<file path="src/rtl/counter_step_pkg.sv">
// Purpose : shared encodings for the counter step arbiter (FSM states, count direction).
// Latency : n/a (constants only).
// Backpressure : n/a.
package counter_step_pkg;

    // FSM state encodings
    localparam logic [1:0] ST_IDLE = 2'd0;
    localparam logic [1:0] ST_RUN  = 2'd1;
    localparam logic [1:0] ST_DONE = 2'd2;

    // Count direction
    localparam logic MODE_UP   = 1'b0;
    localparam logic MODE_DOWN = 1'b1;

endpackage

</file>
<file path="src/rtl/counter_step_arbiter_tff_r.sv">
// Purpose : T flip-flop, one bit of the shared counter.
// Latency : q toggles on the rising clk edge when t=1.
// Backpressure : none.
// Ports   : clk - clock; rst - async active-high reset (q->0); t - toggle enable; q - state.
module tff_r (
    input  logic clk,
    input  logic rst,
    input  logic t,
    output logic q
);

    always_ff @(posedge clk or posedge rst) begin
        if (rst) begin
            q <= 1'b0;
        end else if (t) begin
            q <= ~q;
        end
    end

endmodule

</file>
<file path="src/rtl/counter_step_arbiter.sv">
// Purpose : round-robin arbiter + step controller for a 3-bit T-FF counter shared by two requesters.
// Latency : grant registered on edge E0; steps on E1..E_len; done pulse in the cycle after E_len.
// Backpressure : requesters hold req until their done pulse; the loser waits in IDLE for the next grant.
// Ports   : clk, rst (async active-high); req[1:0]; mode_0/mode_1 (0=up,1=down); len_0/len_1 step counts;
//           abort ends a run early; q counter state; gnt one-hot registered grant; done one-cycle
//           completion pulse; busy high outside IDLE.
module counter_step_arbiter
    import counter_step_pkg::*;
#(
    parameter int LEN_W = 4
) (
    input  logic             clk,
    input  logic             rst,
    input  logic [1:0]       req,
    input  logic             mode_0,
    input  logic             mode_1,
    input  logic [LEN_W-1:0] len_0,
    input  logic [LEN_W-1:0] len_1,
    input  logic             abort,
    output logic [2:0]       q,
    output logic [1:0]       gnt,
    output logic [1:0]       done,
    output logic             busy
);

    localparam logic [LEN_W-1:0] LEN_ONE  = {{(LEN_W-1){1'b0}}, 1'b1};
    localparam logic [LEN_W-1:0] LEN_ZERO = '0;

    logic [1:0]       r_state;
    logic [LEN_W-1:0] r_rem;
    logic             r_last;
    logic             r_mode;
    logic [1:0]       r_gnt;

    logic             w_req_any;
    logic             w_win;
    logic             w_sel_mode;
    logic [LEN_W-1:0] w_sel_len;
    logic             w_step;
    logic [2:0]       w_t;
    logic [2:0]       w_q;

    // Winner select: a single request wins outright; on a tie the requester
    // that did not win last time goes, which gives strict alternation.
    assign w_req_any = |req;
    always_comb begin
        w_win = 1'b0;
        case (req)
            2'b10:   w_win = 1'b1;
            2'b11:   w_win = ~r_last;
            default: w_win = 1'b0;
        endcase
    end

    assign w_sel_mode = w_win ? mode_1 : mode_0;
    assign w_sel_len  = w_win ? len_1  : len_0;

    // abort wins over a pending step; len=0 leaves RUN without stepping.
    assign w_step = (r_state == ST_RUN) && !abort && (r_rem != LEN_ZERO);

    // Toggle enables: a bit flips when all lower bits are 1 (up) or all 0 (down).
    always_comb begin
        w_t = 3'b000;
        if (w_step) begin
            if (r_mode == MODE_DOWN) begin
                w_t = {~w_q[0] & ~w_q[1], ~w_q[0], 1'b1};
            end else begin
                w_t = {w_q[0] & w_q[1], w_q[0], 1'b1};
            end
        end
    end

    tff_r u_tff0 (.clk(clk), .rst(rst), .t(w_t[0]), .q(w_q[0]));
    tff_r u_tff1 (.clk(clk), .rst(rst), .t(w_t[1]), .q(w_q[1]));
    tff_r u_tff2 (.clk(clk), .rst(rst), .t(w_t[2]), .q(w_q[2]));

    always_ff @(posedge clk or posedge rst) begin
        if (rst) begin
            r_state <= ST_IDLE;
            r_rem   <= LEN_ZERO;
            r_last  <= 1'b1;
            r_mode  <= MODE_UP;
            r_gnt   <= 2'b00;
        end else begin
            case (r_state)
                ST_IDLE: begin
                    if (w_req_any) begin
                        r_mode  <= w_sel_mode;
                        r_rem   <= w_sel_len;
                        r_last  <= w_win;
                        r_gnt   <= w_win ? 2'b10 : 2'b01;
                        r_state <= ST_RUN;
                    end
                end
                ST_RUN: begin
                    if (abort) begin
                        r_state <= ST_DONE;
                    end else if (r_rem != LEN_ZERO) begin
                        r_rem <= r_rem - LEN_ONE;
                        if (r_rem == LEN_ONE) begin
                            r_state <= ST_DONE;
                        end
                    end else begin
                        r_state <= ST_DONE;
                    end
                end
                ST_DONE: begin
                    r_gnt   <= 2'b00;
                    r_state <= ST_IDLE;
                end
                default: begin
                    r_gnt   <= 2'b00;
                    r_state <= ST_IDLE;
                end
            endcase
        end
    end

    assign q    = w_q;
    assign gnt  = r_gnt;
    assign busy = (r_state != ST_IDLE);
    assign done = (r_state == ST_DONE) ? (r_last ? 2'b10 : 2'b01) : 2'b00;

endmodule

</file>
<file path="config.mk">
export PLATFORM = sky130hd
export DESIGN_NAME = counter_step_arbiter
export DESIGN_NICKNAME = d
export VERILOG_FILES = /design/src/rtl/counter_step_pkg.sv /design/src/rtl/counter_step_arbiter_tff_r.sv /design/src/rtl/counter_step_arbiter.sv
export SDC_FILE = /design/constraint.sdc
export NUM_CORES = 1
export LEC_CHECK = 0
export ABC_AREA = 1
export CAP_MARGIN = 20
export CORE_UTILIZATION = 50
export CTS_CLUSTER_DIAMETER = 120
export DETAILED_ROUTE_END_ITERATION = 8
export HOLD_SLACK_MARGIN = 0.06
export PLACE_DENSITY = 0.82
export SLEW_MARGIN = 20
export SYNTH_ARGS = -nofsm -noshare
export SYNTH_HDL_FRONTEND = slang
export SYNTH_HIERARCHICAL = 1
export SYNTH_SLANG_ARGS = --single-unit
</file>
<file path="constraint.sdc">
create_clock -name clk -period 4.4 [get_ports clk]
set_clock_uncertainty 0.15 [all_clocks]
set_input_delay 0.44 -clock clk [delete_from_list [all_inputs] [get_ports clk]]
set_output_delay 0.44 -clock clk [all_outputs]
set_load 0.005 [all_outputs]
</file>
* Word level (Yosys, flattened, before mapping)
Cells that the tools add are included.
** Operators by class
- Add/sub/neg operators :: 1
- Equal/unequal tests :: 9
- Multiplexer cells :: 19
- Bitwise gates (word level) :: 7
- Reduce and logical (&&, ||, !) cells :: 12
** Operators with widths (number)
- $mux 2 :: 8
- $mux 4 :: 4
- $pmux 2 s2 :: 2
- $pmux 4 s2 :: 1
- $eq 2x2->1 const B :: 3
- $mux 3 :: 2
- $reduce_and 2->1 :: 3
- $not 1->1 :: 5
- $eq 4x1->1 const B :: 1
- $ne 2x2->1 const B :: 2
- $ne 4x3->1 const B :: 1
- $reduce_and 4->1 :: 1
- $reduce_bool 2->1 :: 2
- $reduce_bool 4->1 :: 1
- $sub 4x1->4 const B :: 1
- $and 1x1->1 :: 2
- $eq 2x1->1 const B :: 1
- $logic_and 1x1->1 :: 2
- $logic_not 2->1 :: 1
- $ne 2x1->1 const B :: 1
- $pmux 1 s2 :: 1
- $reduce_or 2->1 :: 1
- $logic_not 1->1 :: 1
- $mux 1 :: 1
** Storage, ports and cells
- Register bits :: 13
- Input bits :: 15
- Output and inout port bits :: 8

* Depth between registers and ports, before layout
Gate-level depths: netlist of run 1.
- Word-level depth :: 5
- Mapped depth :: 10
- Mapped depth without buffers :: 10

* By module
The synthesis of run 1 kept the hierarchy.
** Modules (own cells, without submodules)
- counter_step_arbiter :: instances 1, cells an instance 98, area an instance 708.2 um2, seq. area each 251.5 um2
- tff_r :: instances 3, cells an instance 7, area an instance 47.5 um2, seq. area each 25.0 um2

* Worst setup path before layout of run 1
OpenSTA, ideal clock, no wires.
- Kind :: flip-flop to flip-flop
- From :: register r_rem[0]
- To :: register u_tff1.q
- Arrival :: 1.179 ns
- Required time :: 4.133 ns
- Setup slack :: 2.955 ns
- Stages on the path, launching flop included :: 11
- Path buffers :: 0
- Cells stage by stage :: dfrtp_1 > inv_1 > ha_1 > nand3_1 > nand2_4 > clkinv_2 > nand2_2 > nor2_2 > inv_1 > nand2_1 > nand2_1
** Between the ends
- Longest elaborated chain between the ends :: 3
** Ends and longest elaborated chain
- start, declared :: RTL line counter_step_arbiter.sv:30 : logic [LEN_W-1:0] r_rem;
- start signal, assigned :: RTL line counter_step_arbiter.sv:89 : r_rem <= w_sel_len;
- start signal, assigned :: RTL line counter_step_arbiter.sv:99 : r_rem <= r_rem - LEN_ONE;
- $reduce_bool 4->1 :: RTL line counter_step_arbiter.sv:59 : assign w_step = (r_state == ST_RUN) && !abort && (r_rem != LEN_ZERO);
- $logic_and 1x1->1 :: RTL line counter_step_arbiter.sv:59
- net w_step :: RTL line counter_step_arbiter.sv:39 : logic w_step;
- $mux 3 :: RTL line counter_step_arbiter.sv:64 : if (w_step) begin
- net w_t[1] :: RTL line counter_step_arbiter.sv:40 : logic [2:0] w_t;
- end signal, assigned :: RTL line counter_step_arbiter_tff_r.sv:16 : q <= ~q;
- end, declared :: RTL line counter_step_arbiter_tff_r.sv:9 : output logic q
The timed path passes the listed nets, and every way through them passes these cells.
A chain may end at the register's enable or synchronous reset.

* Final worst setup path of run 1
- From :: register r_last
- To :: output done[1]
** Between the ends
- Longest elaborated chain between the ends :: 2
** Ends and longest elaborated chain
- start, declared :: RTL line counter_step_arbiter.sv:31 : logic r_last;
- start signal, assigned :: RTL line counter_step_arbiter.sv:90 : r_last <= w_win;
- $mux 2 (2 in series) :: RTL line counter_step_arbiter.sv:122 : assign done = (r_state == ST_DONE) ? (r_last ? 2'b10 : 2'b01) : 2'b00;
- end, declared :: RTL line counter_step_arbiter.sv:22 : output logic [1:0] done,
Every way passes these cells.

==> run summary, run 1 <==
status: finished clean
total number of vias: 787
final setup vio count: 0
#FFs+latches synth: 13
number of cell rows: 14
setup_tns: 0 ns
Seq/Total Area, Yosys: 38.4%
Tot GR Track Use: 23.8%
fin cells: 161
Max Slew Vio Count: 0
root buffer cell: clkbuf_4
vias per cell: 4.89
IO Pins: 23
CP peak stage delay: 0.55 ns
# DRC: 0
wire length per cell: 11.4 um
end of the worst register-to-register path: u_tff1/q$_DFFE_PP0P_
Top delay family on crit path: buffers and inverters
R2R Setup Slk: 2.77 ns
crit-path cells: inv_1, nor3_1, clkdlybuf4s50_1
Fin. Hold Viols: 0
GPL Wtd Cong: 0.826
fraction of final layout cells sized beyond drive strength 1: 13.8%
largest net degree at the start of global routing: 11
Pleak: 0.000588 uW
crit path DAT: 1.59 ns
WL final: 1.84 mm
clk sinks: 13
post-synth net total: 136
Worst path depth: 3
worst vdd ir: 390 uV
CTS Buffer Depth: 2
DRT Pass-1 Iters: 4
post-CTS resize count: 0
Mapped Cells: 119
HPWL after DPL: 1.51 mm
worst setup path startpoint: r_last$_DFFE_PP1P_
worst hold slack: 0.235 ns
Critical Path RT: 3.81 ns
1st-iter DRT viols: 19
Post-CTS Setup Repair Bufs: 0
fin crit share: 49.5%
critical path fanouts, max: 3
vias in the first global route: 814
max_cap viols: 0
synth unique cells: 22
Initial Util: 55.2%
Core Area: 1540 um^2
CTS tree: built
slew at the pin closest to its max-slew limit: 0.398 ns
Cell Pwr Density: 630 nW/um^2
IO buf count: 22
Routed Antenna Nets: 0
fin crit period: 2.18 ns
Buf/Inv on CP: 2
CTS buffer count: 3
Critical Path Start Type: register
area growth from synthesis to layout: 31.3%
total gr overflow: 0
Post-Syn Area: 851 um^2
CP Capture Type: output port
H-tree depth: 1
Clock transition at path regs: 0.08 ns
Hold WC Path Type: in2async
Avg Cell Area, Syn: 7.15 um^2
Achievable Freq: 0.459 GHz
Die Area: 1870 um^2
FF-to-FF path depth: 10
die width: 43.3 um
global-route wire length before repair: 3.22 mm
unrepaired setup endpoints after global routing: no
Slew headroom: 73.4%
Worst-Skew Late Latency: 0.27 ns
Setup crit end: done[1]
initial antenna violation count: 0
crit path kind: reg2out
Ys Warns: 6
placed insts: 157
slowest stage cell, crit path: dfstp_2
final-stage net count: 163
Chip Height: 43.3 um
cts hold-fix bufs: 0
Filler Cells Inserted: 117
Diodes inserted: 0
reg-to-reg startpoint: r_rem[0]$_DFFE_PP0P_
-- per-stage QoR --
stage | util, % | setup slack (ns) | power, uW | instance area, um^2
after detailed placement | 70.8 | 2.52 | 636 | 1090
after global placement | 70.8 | 2.56 | 616 | 1090
after global routing | 72.5 | 2.11 | 772 | 1120
after floorplan | - | 2.95 | 495 | 851
after CTS | 72.5 | 2.21 | 712 | 1120
final | 72.5 | 2.22 | 704 | 1120
-- worst min path at each step --
stage	slack [ns]	cells past startpoint	startpoint	end
floorplan	0.02	1	rst	u_tff0/q$_DFFE_PP0P_
global route	0.26	2	rst	u_tff2/q$_DFFE_PP0P_
global placement	0.33	2	u_tff2/q$_DFFE_PP0P_	u_tff2/q$_DFFE_PP0P_
detailed placement	0.35	2	u_tff2/q$_DFFE_PP0P_	u_tff2/q$_DFFE_PP0P_
CTS	0.23	2	rst	u_tff2/q$_DFFE_PP0P_
finish	0.23	2	rst	u_tff0/q$_DFFE_PP0P_
-- worst register-to-register path, delay by kind of cell (launching register included) --
kind / cells / cell delay, ns
DFF: 1 / 0.40
adders and majority gates: 1 / 0.23
and+or+nand+nor: 6 / 0.51
buffers and inverters: 3 / 0.23
-- final cells by class --
cell class | instances | area, um^2 | share of cell area [%]
clock buffers | 4 | 26.3 | 2.35
well taps | 16 | 20.0 | 1.79
repair buffers | 22 | 220 | 19.7
flip-flops and latches | 13 | 327 | 29.2
multi-input cells | 80 | 425 | 38.1
inverters | 26 | 98.8 | 8.85
-- power by group --
group / switching [uW] / internal, uW / total, uW
logic: 220 / 171 / 391
registers: 57.8 / 182 / 240
clock network: 37.9 / 35.1 / 73.0
total: 316 / 388 / 704
-- cell usage in the layout (no fill, tap or decap), types with 2 or more instances in the layout --
cell type / instances
nor2_2: 2
clkbuf_4: 3
inv_2: 4
inv_1: 21
nand2_1: 36
nand3_1: 20
nor3_1: 2
nand2_4: 4
nor2_1: 2
nand3_2: 2
o21ai_1: 2
clkdlybuf4s50_1: 22
dfrtp_1: 12
ha_1: 2
-- cells in the mapped netlist --
master | count | area, um^2
nor2_2 | 2 | 12.5
dfrtp_1 | 12 | 300
o21ai_0 | 1 | 5.00
nand3b_1 | 1 | 7.51
nand2_2 | 1 | 6.26
nand2_1 | 36 | 135
xor2_1 | 1 | 8.76
a21oi_1 | 1 | 5.00
clkinv_2 | 1 | 5.00
or2_1 | 1 | 6.26
nor2_1 | 2 | 7.51
o21ai_1 | 2 | 10.0
nor3_1 | 2 | 10.0
ha_1 | 2 | 25.0
nand2_4 | 4 | 45.0
nor3_2 | 1 | 10.0
inv_2 | 4 | 15.0
dfstp_2 | 1 | 26.3
nand3_1 | 20 | 100
nor2_4 | 1 | 11.3
nand3_2 | 2 | 20.0
inv_1 | 21 | 78.8
-- flip-flops by register name (all words and copies together), names as in the netlist --
name and count:
u_tff0/q 1, u_tff1/q 1, gnt 2, r_state 2, r_rem 4, r_mode 1, u_tff2/q 1, r_last 1
-- routing by layer --
metal | up-vias | global-route usage, % | part of all wire [%]
met2 | 15 | 41.8 | 52
met3 | 2 | 8.09 | 3.8
met5 | - | 0 | 0
met4 | 0 | 6.67 | 0.76
met1 | 354 | 27.0 | 43
li1 | 416 | - | -
-- logic make-up after synthesis --
kind of cell             synth area share, %
AO/OA/AOI/OAI                           2.35
XOR/XNOR                                1.03
adder cells (fa/ha/maj)                 2.94
buffers and inverters                   11.6
flip-flops                              38.4
AND/OR/NAND/NOR                         43.7
Power figures use the tool's default switching activity.
==> inputs of run 2 (changes only) <==
--- a/config.mk
+++ b/config.mk
@@ -7,11 +7,12 @@
 export LEC_CHECK = 0
 export ABC_AREA = 1
 export CAP_MARGIN = 20
-export CORE_UTILIZATION = 50
+export CORE_ASPECT_RATIO = 1.5
+export CORE_UTILIZATION = 42
 export CTS_CLUSTER_DIAMETER = 120
 export DETAILED_ROUTE_END_ITERATION = 8
 export HOLD_SLACK_MARGIN = 0.06
-export PLACE_DENSITY = 0.82
+export PLACE_DENSITY = 0.74
 export SLEW_MARGIN = 20
 export SYNTH_ARGS = -nofsm -noshare
 export SYNTH_HDL_FRONTEND = slang
==> constraint.sdc (replaced) <==
create_clock -name clk -period 2 [get_ports clk]
set_clock_uncertainty 0.15 [all_clocks]
set_input_delay 0.2 -clock clk [delete_from_list [all_inputs] [get_ports clk]]
set_output_delay 0.2 -clock clk [all_outputs]
set_load 0.005 [all_outputs]
==> run 2 against run 1 <==
  * Total power grew 120%
  * Setup slack lost 2.1 ns
  * Cell area grew 1.5%
  * First-iteration DRC count grew 26%
  * Routed wire length shrank 3.9%
  * Highest routed layer unchanged
==> run summary, run 2 (synthesis gave the netlist of run 1 again) <==
status: finished clean
crit-path cells: inv_1, nor3_1, clkdlybuf4s50_1
Chip Height: 57.1 um
vias in the first global route: 763
Slew headroom: 74.1%
Fin. Hold Viols: 0
CP peak stage delay: 0.55 ns
GPL Wtd Cong: 0.884
largest net degree at the start of global routing: 11
global-route wire length before repair: 2.99 mm
1st-iter DRT viols: 24
root buffer cell: clkbuf_4
Core Area: 1880 um^2
CTS tree: built
fin crit period: 1.90 ns
IO buf count: 22
Achievable Freq: 0.525 GHz
worst vdd ir: 733 uV
Critical Path RT: 1.65 ns
Tot Pwr: 1550 uW
final-stage net count: 164
critical path fanouts, max: 3
area growth from synthesis to layout: 33.2%
WL final: 1.77 mm
slowest stage cell, crit path: dfstp_2
max_cap viols: 0
Initial Util: 45.3%
most common cell after layout, fill and taps aside: nand2_1
total number of vias: 816
slew at the pin closest to its max-slew limit: 0.388 ns
Die Area: 2210 um^2
CTS Buffer Depth: 2
H-tree depth: 1
Post-CTS Setup Repair Bufs: 0
worst hold slack: 0.350 ns
crit path DAT: 1.55 ns
Max Slew Vio Count: 0
max reg flops: 4
Diodes inserted: 0
vias per cell: 4.89
Clock transition at path regs: 0.07 ns
Tot GR Track Use: 19.4%
unrepaired setup endpoints after global routing: no
fin crit share: 95.2%
die width: 38.8 um
DRT Pass-1 Iters: 4
Worst-Skew Late Latency: 0.29 ns
setup_tns: 0 ns
total gr overflow: 0
Cell Pwr Density: 1370 nW/um^2
wire length per cell: 10.6 um
number of cell rows: 19
commonest non-fill, non-tap cells in the layout: nand2_1 (36), clkdlybuf4s50_1 (22), inv_1 (21)
Top reg by flops: r_rem
fraction of final layout cells sized beyond drive strength 1: 13.7%
initial antenna violation count: 0
Routed Antenna Nets: 0
final setup vio count: 0
crit path kind: reg2out
# DRC: 0
Hold WC Path Type: reg2reg
Pleak: 0.000592 uW
clk sinks: 13
CP Capture Type: output port
HPWL after DPL: 1.45 mm
IO Pins: 23
Critical Path Start Type: register
CTS buffer count: 3
==> run 2: metrics by stage <==
step | util [%] | worst slack, ns | instances | cell area [um^2]
after detailed placement | 58.4 | 0.403 | 162 | 1100
after floorplan | - | 0.555 | 119 | 851
final | 60.4 | 0.0962 | 167 | 1130
after global placement | 58.4 | 0.416 | 162 | 1100
after global routing | 60.4 | 0.0431 | 167 | 1130
after CTS | 60.4 | 0.0929 | 167 | 1130
==> run 2: critical path, delay by kind of cell (launching register included) <==
kind | cells | cell delay [ns]
buffers and inverters | 2 | 0.57
DFF | 1 | 0.55
and+or+nand+nor | 1 | 0.15
==> run 2: routing by layer <==
layer	part of all wire [%]	global-route usage, %
met5	0	0
met1	40	21.2
met4	3.0	10.3
met2	53	34.0
met3	3.8	2.33
==> run 2: cell type report <==
| type | instances | area, um^2 |
|---|---|---|
| tap | 21 | 26.3 |
| timing repair buffer | 23 | 230 |
| multi-input combinational | 80 | 425 |
| fill | 175 | 744 |
| sequential | 13 | 327 |
| inverter | 26 | 98.8 |
| clock buffer | 4 | 26.3 |
==> run 2: where the power goes <==
group          switching (uW)  internal (uW)  leakage [uW]
Combinational             473            378      0.000418
Clock                    93.6           77.7     0.0000150
Sequential                130            400      0.000159
==> run 2: path summary, 6_finish.rpt <==
path	start	endpoint	slack (ns)	depth (start not counted)
max	r_last$_DFFE_PP1P_	done[1]	0.1	3
min	u_tff2/q$_DFFE_PP0P_	u_tff2/q$_DFFE_PP0P_	0.35	2
max reg2reg	r_rem[0]$_DFFE_PP0P_	u_tff1/q$_DFFE_PP0P_	0.41	10
min reg2reg	u_tff2/q$_DFFE_PP0P_	u_tff2/q$_DFFE_PP0P_	0.35	2
max in group asynchronous	rst	r_last$_DFFE_PP1P_	0.69	3
min in group asynchronous	rst	u_tff0/q$_DFFE_PP0P_	0.54	3
==> run 2: repair_timing <==
item	4_1_cts	5_1_grt
resized for setup	0	0
endpoints found under the hold margin	3	0
hold buffers	1	0
==> inputs of run 3 (changes only) <==
--- a/config.mk
+++ b/config.mk
@@ -13,7 +13,6 @@
 export DETAILED_ROUTE_END_ITERATION = 8
 export HOLD_SLACK_MARGIN = 0.06
 export PLACE_DENSITY = 0.74
-export SLEW_MARGIN = 20
 export SYNTH_ARGS = -nofsm -noshare
 export SYNTH_HDL_FRONTEND = slang
 export SYNTH_HIERARCHICAL = 1
==> results of run 3 <==
Same layout as run 2: the final DEF is identical, and so are final timing and power.
